<file path="src/rtl/alu_exec_unit.sv">
// alu_exec_unit: handshaked execute unit holding the GPR file, the SGPR
// (upper half of multiply results) and the {sign, zero, carry, overflow} flags.
// Single-cycle ALU/logic ops go through EXEC; MUL is an iterative shift-add.
//
// Ports:
//   clk, sys_rst         clock (rising edge), asynchronous active-high reset
//   in_valid / in_ready  instruction handshake; in_ready high only in IDLE
//   op, rdst, rsrc1,     instruction fields: opcode, destination, sources,
//   rsrc2, imm_mode, imm immediate select and zero-extended immediate
//   done, illegal        one-cycle retire pulse; illegal pulses with done
//   busy                 high while in EXEC or MUL
//   flags                {sign, zero, carry, overflow}
//   sgpr                 current special register
//   dbg_raddr/dbg_rdata  combinational GPR debug read port
module alu_exec_unit #(
    parameter int unsigned DW   = 16,
    parameter int unsigned NREG = 32,
    parameter int unsigned RAW  = 5,
    parameter int unsigned IMW  = 16
) (
    input  logic           clk,
    input  logic           sys_rst,
    input  logic           in_valid,
    output logic           in_ready,
    input  logic [4:0]     op,
    input  logic [RAW-1:0] rdst,
    input  logic [RAW-1:0] rsrc1,
    input  logic [RAW-1:0] rsrc2,
    input  logic           imm_mode,
    input  logic [IMW-1:0] imm,
    output logic           done,
    output logic           illegal,
    output logic           busy,
    output logic [3:0]     flags,
    output logic [DW-1:0]  sgpr,
    input  logic [RAW-1:0] dbg_raddr,
    output logic [DW-1:0]  dbg_rdata
);

    localparam int unsigned CW = $clog2(DW + 1);

    localparam logic [4:0] OP_MOVSGPR = 5'd0;
    localparam logic [4:0] OP_MOV     = 5'd1;
    localparam logic [4:0] OP_ADD     = 5'd2;
    localparam logic [4:0] OP_SUB     = 5'd3;
    localparam logic [4:0] OP_MUL     = 5'd4;
    localparam logic [4:0] OP_OR      = 5'd5;
    localparam logic [4:0] OP_AND     = 5'd6;
    localparam logic [4:0] OP_XOR     = 5'd7;
    localparam logic [4:0] OP_XNOR    = 5'd8;
    localparam logic [4:0] OP_NAND    = 5'd9;
    localparam logic [4:0] OP_NOR     = 5'd10;
    localparam logic [4:0] OP_NOT     = 5'd11;

    typedef enum logic [1:0] {
        S_IDLE = 2'd0,
        S_EXEC = 2'd1,
        S_MUL  = 2'd2
    } state_t;

    state_t         state_q, state_d;
    logic [4:0]     op_q, op_d;
    logic [RAW-1:0] rdst_q, rdst_d;
    logic           imm_mode_q, imm_mode_d;
    logic [DW-1:0]  a_q, a_d;
    logic [DW-1:0]  b_q, b_d;
    logic [DW-1:0]  hi_q, hi_d;
    logic [CW-1:0]  cnt_q, cnt_d;
    logic [DW-1:0]  gpr_q [NREG];
    logic [DW-1:0]  gpr_d [NREG];
    logic [DW-1:0]  sgpr_q, sgpr_d;
    logic [3:0]     flags_q, flags_d;
    logic           done_q, done_d;
    logic           illegal_q, illegal_d;
    logic           busy_q, busy_d;
    logic           in_ready_q, in_ready_d;

    logic [DW:0]    sum_w;
    logic [DW:0]    diff_w;
    logic [DW:0]    mac_w;
    logic [DW-1:0]  res_w;

    // Next-state, datapath and registered-output logic.
    always_comb begin
        state_d    = state_q;
        op_d       = op_q;
        rdst_d     = rdst_q;
        imm_mode_d = imm_mode_q;
        a_d        = a_q;
        b_d        = b_q;
        hi_d       = hi_q;
        cnt_d      = cnt_q;
        gpr_d      = gpr_q;
        sgpr_d     = sgpr_q;
        flags_d    = flags_q;
        done_d     = 1'b0;
        illegal_d  = 1'b0;
        res_w      = '0;

        sum_w  = {1'b0, a_q} + {1'b0, b_q};
        // Top bit of the extended difference is the unsigned borrow.
        diff_w = {1'b0, a_q} - {1'b0, b_q};
        // Shift-add step: b_q holds the remaining multiplier bits (low half of P).
        mac_w  = {1'b0, hi_q} + {1'b0, a_q & {DW{b_q[0]}}};

        case (state_q)
            S_IDLE: begin
                if (in_valid && in_ready_q) begin
                    op_d       = op;
                    rdst_d     = rdst;
                    imm_mode_d = imm_mode;
                    a_d        = gpr_q[rsrc1];
                    b_d        = imm_mode ? DW'(imm) : gpr_q[rsrc2];
                    hi_d       = '0;
                    cnt_d      = '0;
                    state_d    = (op == OP_MUL) ? S_MUL : S_EXEC;
                end
            end

            S_EXEC: begin
                state_d = S_IDLE;
                done_d  = 1'b1;
                case (op_q)
                    OP_MOVSGPR: gpr_d[rdst_q] = sgpr_q;
                    OP_MOV:     gpr_d[rdst_q] = imm_mode_q ? b_q : a_q;
                    OP_ADD: begin
                        res_w         = sum_w[DW-1:0];
                        gpr_d[rdst_q] = res_w;
                        flags_d = {res_w[DW-1], (res_w == '0), sum_w[DW],
                                   (a_q[DW-1] == b_q[DW-1]) && (res_w[DW-1] != a_q[DW-1])};
                    end
                    OP_SUB: begin
                        res_w         = diff_w[DW-1:0];
                        gpr_d[rdst_q] = res_w;
                        flags_d = {res_w[DW-1], (res_w == '0), diff_w[DW],
                                   (a_q[DW-1] != b_q[DW-1]) && (res_w[DW-1] != a_q[DW-1])};
                    end
                    OP_OR, OP_AND, OP_XOR, OP_XNOR, OP_NAND, OP_NOR, OP_NOT: begin
                        case (op_q)
                            OP_OR:   res_w = a_q | b_q;
                            OP_AND:  res_w = a_q & b_q;
                            OP_XOR:  res_w = a_q ^ b_q;
                            OP_XNOR: res_w = ~(a_q ^ b_q);
                            OP_NAND: res_w = ~(a_q & b_q);
                            OP_NOR:  res_w = ~(a_q | b_q);
                            default: res_w = ~a_q;
                        endcase
                        gpr_d[rdst_q] = res_w;
                        flags_d       = {res_w[DW-1], (res_w == '0), 2'b00};
                    end
                    // MUL never reaches EXEC, so only opcodes 12..31 land here.
                    default: illegal_d = 1'b1;
                endcase
            end

            S_MUL: begin
                // DW shift-add iterations, then one writeback cycle.
                if (cnt_q == CW'(DW)) begin
                    gpr_d[rdst_q] = b_q;
                    sgpr_d        = hi_q;
                    flags_d       = {hi_q[DW-1], ({hi_q, b_q} == '0), 2'b00};
                    state_d       = S_IDLE;
                    done_d        = 1'b1;
                end else begin
                    hi_d  = mac_w[DW:1];
                    b_d   = {mac_w[0], b_q[DW-1:1]};
                    cnt_d = cnt_q + CW'(1);
                end
            end

            default: state_d = S_IDLE;
        endcase

        busy_d     = (state_d != S_IDLE);
        in_ready_d = (state_d == S_IDLE);
    end

    // State and output registers.
    always_ff @(posedge clk or posedge sys_rst) begin
        if (sys_rst) begin
            state_q    <= S_IDLE;
            op_q       <= '0;
            rdst_q     <= '0;
            imm_mode_q <= 1'b0;
            a_q        <= '0;
            b_q        <= '0;
            hi_q       <= '0;
            cnt_q      <= '0;
            sgpr_q     <= '0;
            flags_q    <= '0;
            done_q     <= 1'b0;
            illegal_q  <= 1'b0;
            busy_q     <= 1'b0;
            in_ready_q <= 1'b1;
            for (int i = 0; i < NREG; i++) begin
                gpr_q[i] <= '0;
            end
        end else begin
            state_q    <= state_d;
            op_q       <= op_d;
            rdst_q     <= rdst_d;
            imm_mode_q <= imm_mode_d;
            a_q        <= a_d;
            b_q        <= b_d;
            hi_q       <= hi_d;
            cnt_q      <= cnt_d;
            sgpr_q     <= sgpr_d;
            flags_q    <= flags_d;
            done_q     <= done_d;
            illegal_q  <= illegal_d;
            busy_q     <= busy_d;
            in_ready_q <= in_ready_d;
            for (int i = 0; i < NREG; i++) begin
                gpr_q[i] <= gpr_d[i];
            end
        end
    end

    assign in_ready  = in_ready_q;
    assign done      = done_q;
    assign illegal   = illegal_q;
    assign busy      = busy_q;
    assign flags     = flags_q;
    assign sgpr      = sgpr_q;
    assign dbg_rdata = gpr_q[dbg_raddr];

endmodule

</file>
<file path="config.mk">
export PLATFORM = sky130hd
export DESIGN_NAME = alu_exec_unit
export DESIGN_NICKNAME = d
export VERILOG_FILES = /design/src/rtl/alu_exec_unit.sv
export SDC_FILE = /design/constraint.sdc
export NUM_CORES = 2
export LEC_CHECK = 0
export CAP_MARGIN = 20
export CORE_MARGIN = 2
export CORE_UTILIZATION = 45
export CTS_CLUSTER_DIAMETER = 120
export DETAILED_ROUTE_END_ITERATION = 7
export SYNTH_ARGS = -nofsm -noshare
export SYNTH_HDL_FRONTEND = slang
export SYNTH_SLANG_ARGS = --single-unit
</file>
<file path="constraint.sdc">
create_clock -name clk -period 50.5 [get_ports clk]
set_clock_uncertainty 0.1 [all_clocks]
set_input_delay 10.1 -clock clk [delete_from_list [all_inputs] [get_ports clk]]
set_output_delay 10.1 -clock clk [all_outputs]
set_load 0.05 [all_outputs]
</file>
After elaboration in Yosys (flattened, before gate mapping) --
Index checks and enable logic that the tools add are counted.
Operators by class: add/sub/neg operators 4, order comparisons 5, eq/ne operators 23, multiplexer cells 45, bitwise logic cells 12, reductions and logical operators 21
Operators with widths (number):
- $bwmux W512 | 6
- $pmux W512 S5 | 1
- $pmux W512 S2 | 1
- $mux W512 | 1
- $bmux W16 S5 | 3
- $mux W16 | 15
- $pmux W16 S6 | 1
- $demux W16 S5 | 1
- $not A16 Y16 | 4
- $pmux W16 S2 | 2
- $logic_not A16 Y1 | 3
- $add A16 B16 Y17 | 2
- $and A16 B16 Y16 | 2
- $logic_not A32 Y1 | 1
- $ge A6 B6 Y1 const B | 4
- $not A5 Y6 | 4
- $eq A5 B3 Y1 const B | 4
- $eq A5 B4 Y1 const B | 4
- $sub A16 B16 Y17 | 1
- $or A16 B16 Y16 | 1
- $xor A16 B16 Y16 | 1
- $pmux W4 S3 | 1
- $reduce_or A11 Y1 | 1
- $eq A5 B2 Y1 const B | 2
- 26 further kinds | 44
Storage, ports and cells: flip-flop bits (word level) 602, input bits 45, output and inout bits 40, logic and storage cells 156

Depth between registers and ports, before layout --
depth in word-level cells 8, mapped depth 16, depth with buffers taken out 12

Least setup slack after synthesis --
Ideal clock, no wire load.
path type input to output, start point input port dbg_raddr[0], end point output port dbg_rdata[10], data arrival time 12662 ps, required time 40300 ps, path slack 27638 ps, stages 6, buffers on the path 3, cell sequence clkbuf_1 clkbuf_1 clkbuf_1 mux4_2 mux4_2 mux2_2
On the way: word-level cells in the longest chain between the ends 4
Ends and longest elaborated chain:
- start: declaration | RTL line 36 | input logic [RAW-1:0] dbg_raddr,
- $not A5 Y6 (implied by the code) | RTL line 225 | assign dbg_rdata = gpr_q[dbg_raddr];
- $bmux W16 S5 | RTL line 225
- $mux W16 (implied by the code) (2 in series) | RTL line 225
- end: declaration | RTL line 37 | output logic [DW-1:0] dbg_rdata
Every way passes these cells. The select of a mux whose other input is x is not followed.

Final worst setup path --
start point input port dbg_raddr[1], end point output port dbg_rdata[11]
The elaborated chain is that of the path after synthesis.

==> results.tsv <==
stage	metric	value	unit
timing	Setup TNS Final	0	ns
worst_setup_path	largest fanout of any net on the critical path	74	
synthesis	sequential element share of the synthesized area	0.262	
floorplanning	num rows	131	
status	outcome	finished, final reports clean	
synthesis	number of distinct library cell variants in the gate-level netlist after synthesis	102	
floorplanning	Top-Level Pins	85	
synthesis	parity-gate share of the synthesized area counting xor and xnor cells	0.00653	
placement	buffers added on ports	84	
global_routing	grt ovf	0	
power	total design power	4.45	mW
floorplanning	Horiz. Die Dim	361	um
power	power per unit of standard cell area	70.9	nW/um^2
placement	Post-Place Cell Area	59600	um^2
clock_tree	number of buffers inserted to repair setup after CTS	0	
floorplanning	vertical die dimension	361	um
synthesis	Synth Warn #	0	
timing	count of endpoints failing setup in the final report	0	
clock_tree	worst-case clock buffer depth	3	
synthesis	most used flip-flop cell after synthesis	sky130_fd_sc_hd__dfrtp_1	
drt	initial detailed-routing violation count	11800	
run	Max-Cap Viols	0	
worst_setup_path	launching element type of the critical path	primary input	
clock_tree	Clock Tree Root	sky130_fd_sc_hd__clkbuf_16	
synthesis	synthesized area per cell	8.63	um^2
synthesis	Seq cells post-synth	602	
clock_tree	CTS Hold Buffers Added	0	
placement	worst slack, placed	26.48	ns
placement	global placer's final weighted congestion	0.994	
worst_setup_path	internal reg-to-reg setup slack	45.27	ns
timing	Max Clk Rate	41.5	MHz
global_routing	antenna violations before repair	16	
drt	remaining antenna violation count after routing	0	
clock_tree	TritonCTS clock tree	done	
synthesis	mux cell area share after synthesis	0.205	
synthesis	fraction of registers with async set or reset after synthesis	1.00	
timing	setup slack after layout	26.39	ns
synthesis	top cell types by occurrence after synthesis	sky130_fd_sc_hd__o21ai_0, sky130_fd_sc_hd__clkbuf_1, sky130_fd_sc_hd__a21oi_1, sky130_fd_sc_hd__dfrtp_1, sky130_fd_sc_hd__mux4_2	
synthesis	largest family of logic cells by synthesized area	compound AO/OA/AOI/OAI gates	
timing	shortest period the worst path allows	24.11	ns
timing	Hold Fails Final Rpt	0	
final_layout	combined area of the multi-input logic cells	39500	um^2
drt	Via-to-Cell Ratio	8.12	
synthesis	Synthesized Nets	6776	
clock_tree	post-CTS sizing	0	
synthesis	cell type with the largest total area after synthesis	sky130_fd_sc_hd__dfrtp_1	
drt	count of vias placed by the detailed router	64300	
timing	fin. max-slew vios	0	
worst_setup_path	worst r2r src	b_q[11]	
synthesis	number of synthesized flops with an enable pin	0	
global_routing	largest net degree at the start of global routing	223	
drt	DRC Markers	0	
worst_setup_path	r2r endpoint	gpr_q[62]	
clock_tree	CTS sink count	602	
drt	iteration count of the initial detailed-routing pass	7	
clock_tree	number of H-tree levels	3	
timing	worst slew margin relative to its limit	0.124	
final_layout	area grow syn2layout	9.24	%
final_layout	number of nets in the finished design	6301	
final_layout	area taken by flip-flops and latches	15100	um^2
worst_setup_path	buffers and inverters on the worst path	3	
final_layout	share of layout cells above drive strength 1	0.182	
drt	post-detailed-routing wire length	296	mm
placement	DP Wirelength	184	mm
timing	unrepaired setup endpoints after global routing	no	
global_routing	overall track demand over capacity in global routing	0.440	
worst_hold_path	Worst Hold Endpoint	state_q[0]	
synthesis	cell types occupying the most area after synthesis	sky130_fd_sc_hd__dfrtp_1, sky130_fd_sc_hd__mux4_2, sky130_fd_sc_hd__o21ai_0, sky130_fd_sc_hd__a21oi_1, sky130_fd_sc_hd__clkbuf_1	
final_layout	Finished Cell Area	62800	um^2
floorplanning	placeable core region	127000	um^2
floorplanning	area enclosed by the die boundary	131000	um^2
worst_setup_path	CP delay by family, top	buffers and inverters	
clock_tree	clock insertion delay at the later pin of the skew report	0.73	ns
worst_setup_path	Worst Path Required	40.30	ns
worst_setup_path	CP max stage delay	0.81	ns
clock_tree	Inserted Clock Buffers	79	
worst_setup_path	Crit path top cell by count	sky130_fd_sc_hd__mux4_2	
worst_hold_path	cell depth of the worst min-delay path	2	
synthesis	area fraction in compound gates after synthesis	0.365	
synthesis	share of the synthesized area in the top cell type	0.262	
synthesis	post-synth design cell area	57400	um^2
worst_setup_path	critical setup path kind	primary input to output pin	
placement	Cells after DPL	7740	
synthesis	Post-Synth Simple-Gate Area	0.0787	
final_layout	final cell count without fillers	7921	
synthesis	Post-Synth Adder-Cell Area	0.0167	
worst_hold_path	Hold Crit Class	register to register	
worst_setup_path	cell-by-cell listing of the critical path	buf_6 > buf_4 > mux4_2 > mux4_2 > mux2_2 > clkdlybuf4s50_1	
worst_setup_path	critical path data arrival time	13.91	ns
drt	WL per Instance	37.4	um
timing	worst-margin pin slew	1.31	ns
worst_setup_path	FF-to-FF path depth	12	
clock_tree	CTS clk-pin slew, worst paths	0.05	ns
worst_hold_path	source of the worst hold timing path	state_q[0]	
power	Static Leak	22.6	nW
global_routing	vias in the first global route	59100	
power	VDD IR-drop max	0.0948	mV
synthesis	Gate Count Post-Synth	6656	
floorplanning	initial core utilization	0.452	
worst_setup_path	crit end category	output pin	
synthesis	count leader, synth	sky130_fd_sc_hd__o21ai_0	
global_routing	wire length of the first global-routing pass	425	mm
timing	Period Utilization, post-route	0.477	
final_layout	fill cell total of the finished layout	11800	
worst_setup_path	slowest library cell on the worst path	sky130_fd_sc_hd__buf_4	
[tightest hold or removal path: stages (launching register included)]
cell                      delay, ns
sky130_fd_sc_hd__dfrtp_1       0.37
sky130_fd_sc_hd__nand2_1       0.08
sky130_fd_sc_hd__o21ai_0       0.07
[power breakdown]
part | switching, mW | internal, mW | total (mW) | leakage [nW]
Sequential | 0.273 | 0.639 | 0.912 | 8.10
Combinational | 2.03 | 0.876 | 2.91 | 13.2
Clock | 0.263 | 0.364 | 0.627 | 1.35
Total | 2.57 | 1.88 | 4.45 | 22.6
[through the flow]
step,utilization,hold slack [ns]
finish,0.493,0.450
detailed placement,0.469,0.430
CTS,0.490,0.444
global route,0.493,0.460
global placement,0.468,0.423
floorplan,-,0.367
[state kept, by name, indices dropped and copies added, names as in the netlist]
register / cells
a_q: 16
rdst_q: 5
gpr_q: 512
flags: 4
done: 1
cnt_q: 5
imm_mode_q: 1
op_q: 5
sgpr: 16
hi_q: 16
state_q: 2
in_ready: 1
illegal: 1
busy: 1
b_q: 16
[cell usage in the layout, fill, tap and decap left out, types with 113 or more instances in the layout]
cell                       Yosys  layout
sky130_fd_sc_hd__a221o_1     280     280
sky130_fd_sc_hd__a31oi_1     237     237
sky130_fd_sc_hd__nand2_1     451     449
sky130_fd_sc_hd__a21oi_1     634     628
sky130_fd_sc_hd__dfrtp_1     601     600
sky130_fd_sc_hd__nor2_1      334     271
sky130_fd_sc_hd__o21ai_0    1511    1476
sky130_fd_sc_hd__buf_4        13     237
sky130_fd_sc_hd__mux4_2      480     480
sky130_fd_sc_hd__o211ai_1    113     113
[worst max-delay path by stage]
stage	from	to	slack, ns	cells past startpoint
after floorplan	sys_rst	a_q[0]	23.45	1
after global placement	dbg_raddr[1]	dbg_rdata[7]	26.56	6
after detailed placement	dbg_raddr[1]	dbg_rdata[7]	26.48	6
final	dbg_raddr[1]	dbg_rdata[11]	26.39	6
after CTS	dbg_raddr[1]	dbg_rdata[7]	26.48	6
after global routing	dbg_raddr[1]	dbg_rdata[8]	26.35	6
[metal layers]
layer	global-route usage	vias up	wire length [um]
met3	0.186	1347	50900
met4	0.293	16	23100
met5	0.0159	-	401
met2	0.592	6272	117000
met1	0.571	31400	105000
li1	-	25300	-
[kinds of logic (layout without fill, tap and decap cells)]
| group | count (synthesis) | in the layout |
|---|---|---|
| AO/OA/AOI/OAI | 3367 | 3367 |
| buffers and inverters | 966 | 556 |
| AND/OR/NAND/NOR | 1036 | 1036 |
| adder cells (fa/ha/maj) | 75 | 75 |
| multiplexers | 571 | 571 |
| other | 0 | 13 |
| XOR/XNOR | 39 | 39 |
| flip-flops | 602 | 602 |
[final cells by class]
type | count | share of cell area
diodes | 13 | 0.000518
clock buffers | 110 | 0.0359
clock inverters | 36 | 0.00792
inverters | 66 | 0.00407
multi-input cells | 5088 | 0.629
flip-flops and latches | 602 | 0.240
well taps | 1662 | 0.0331
repair buffers | 344 | 0.0491
Note: power is estimated with default switching activity, not from simulation.
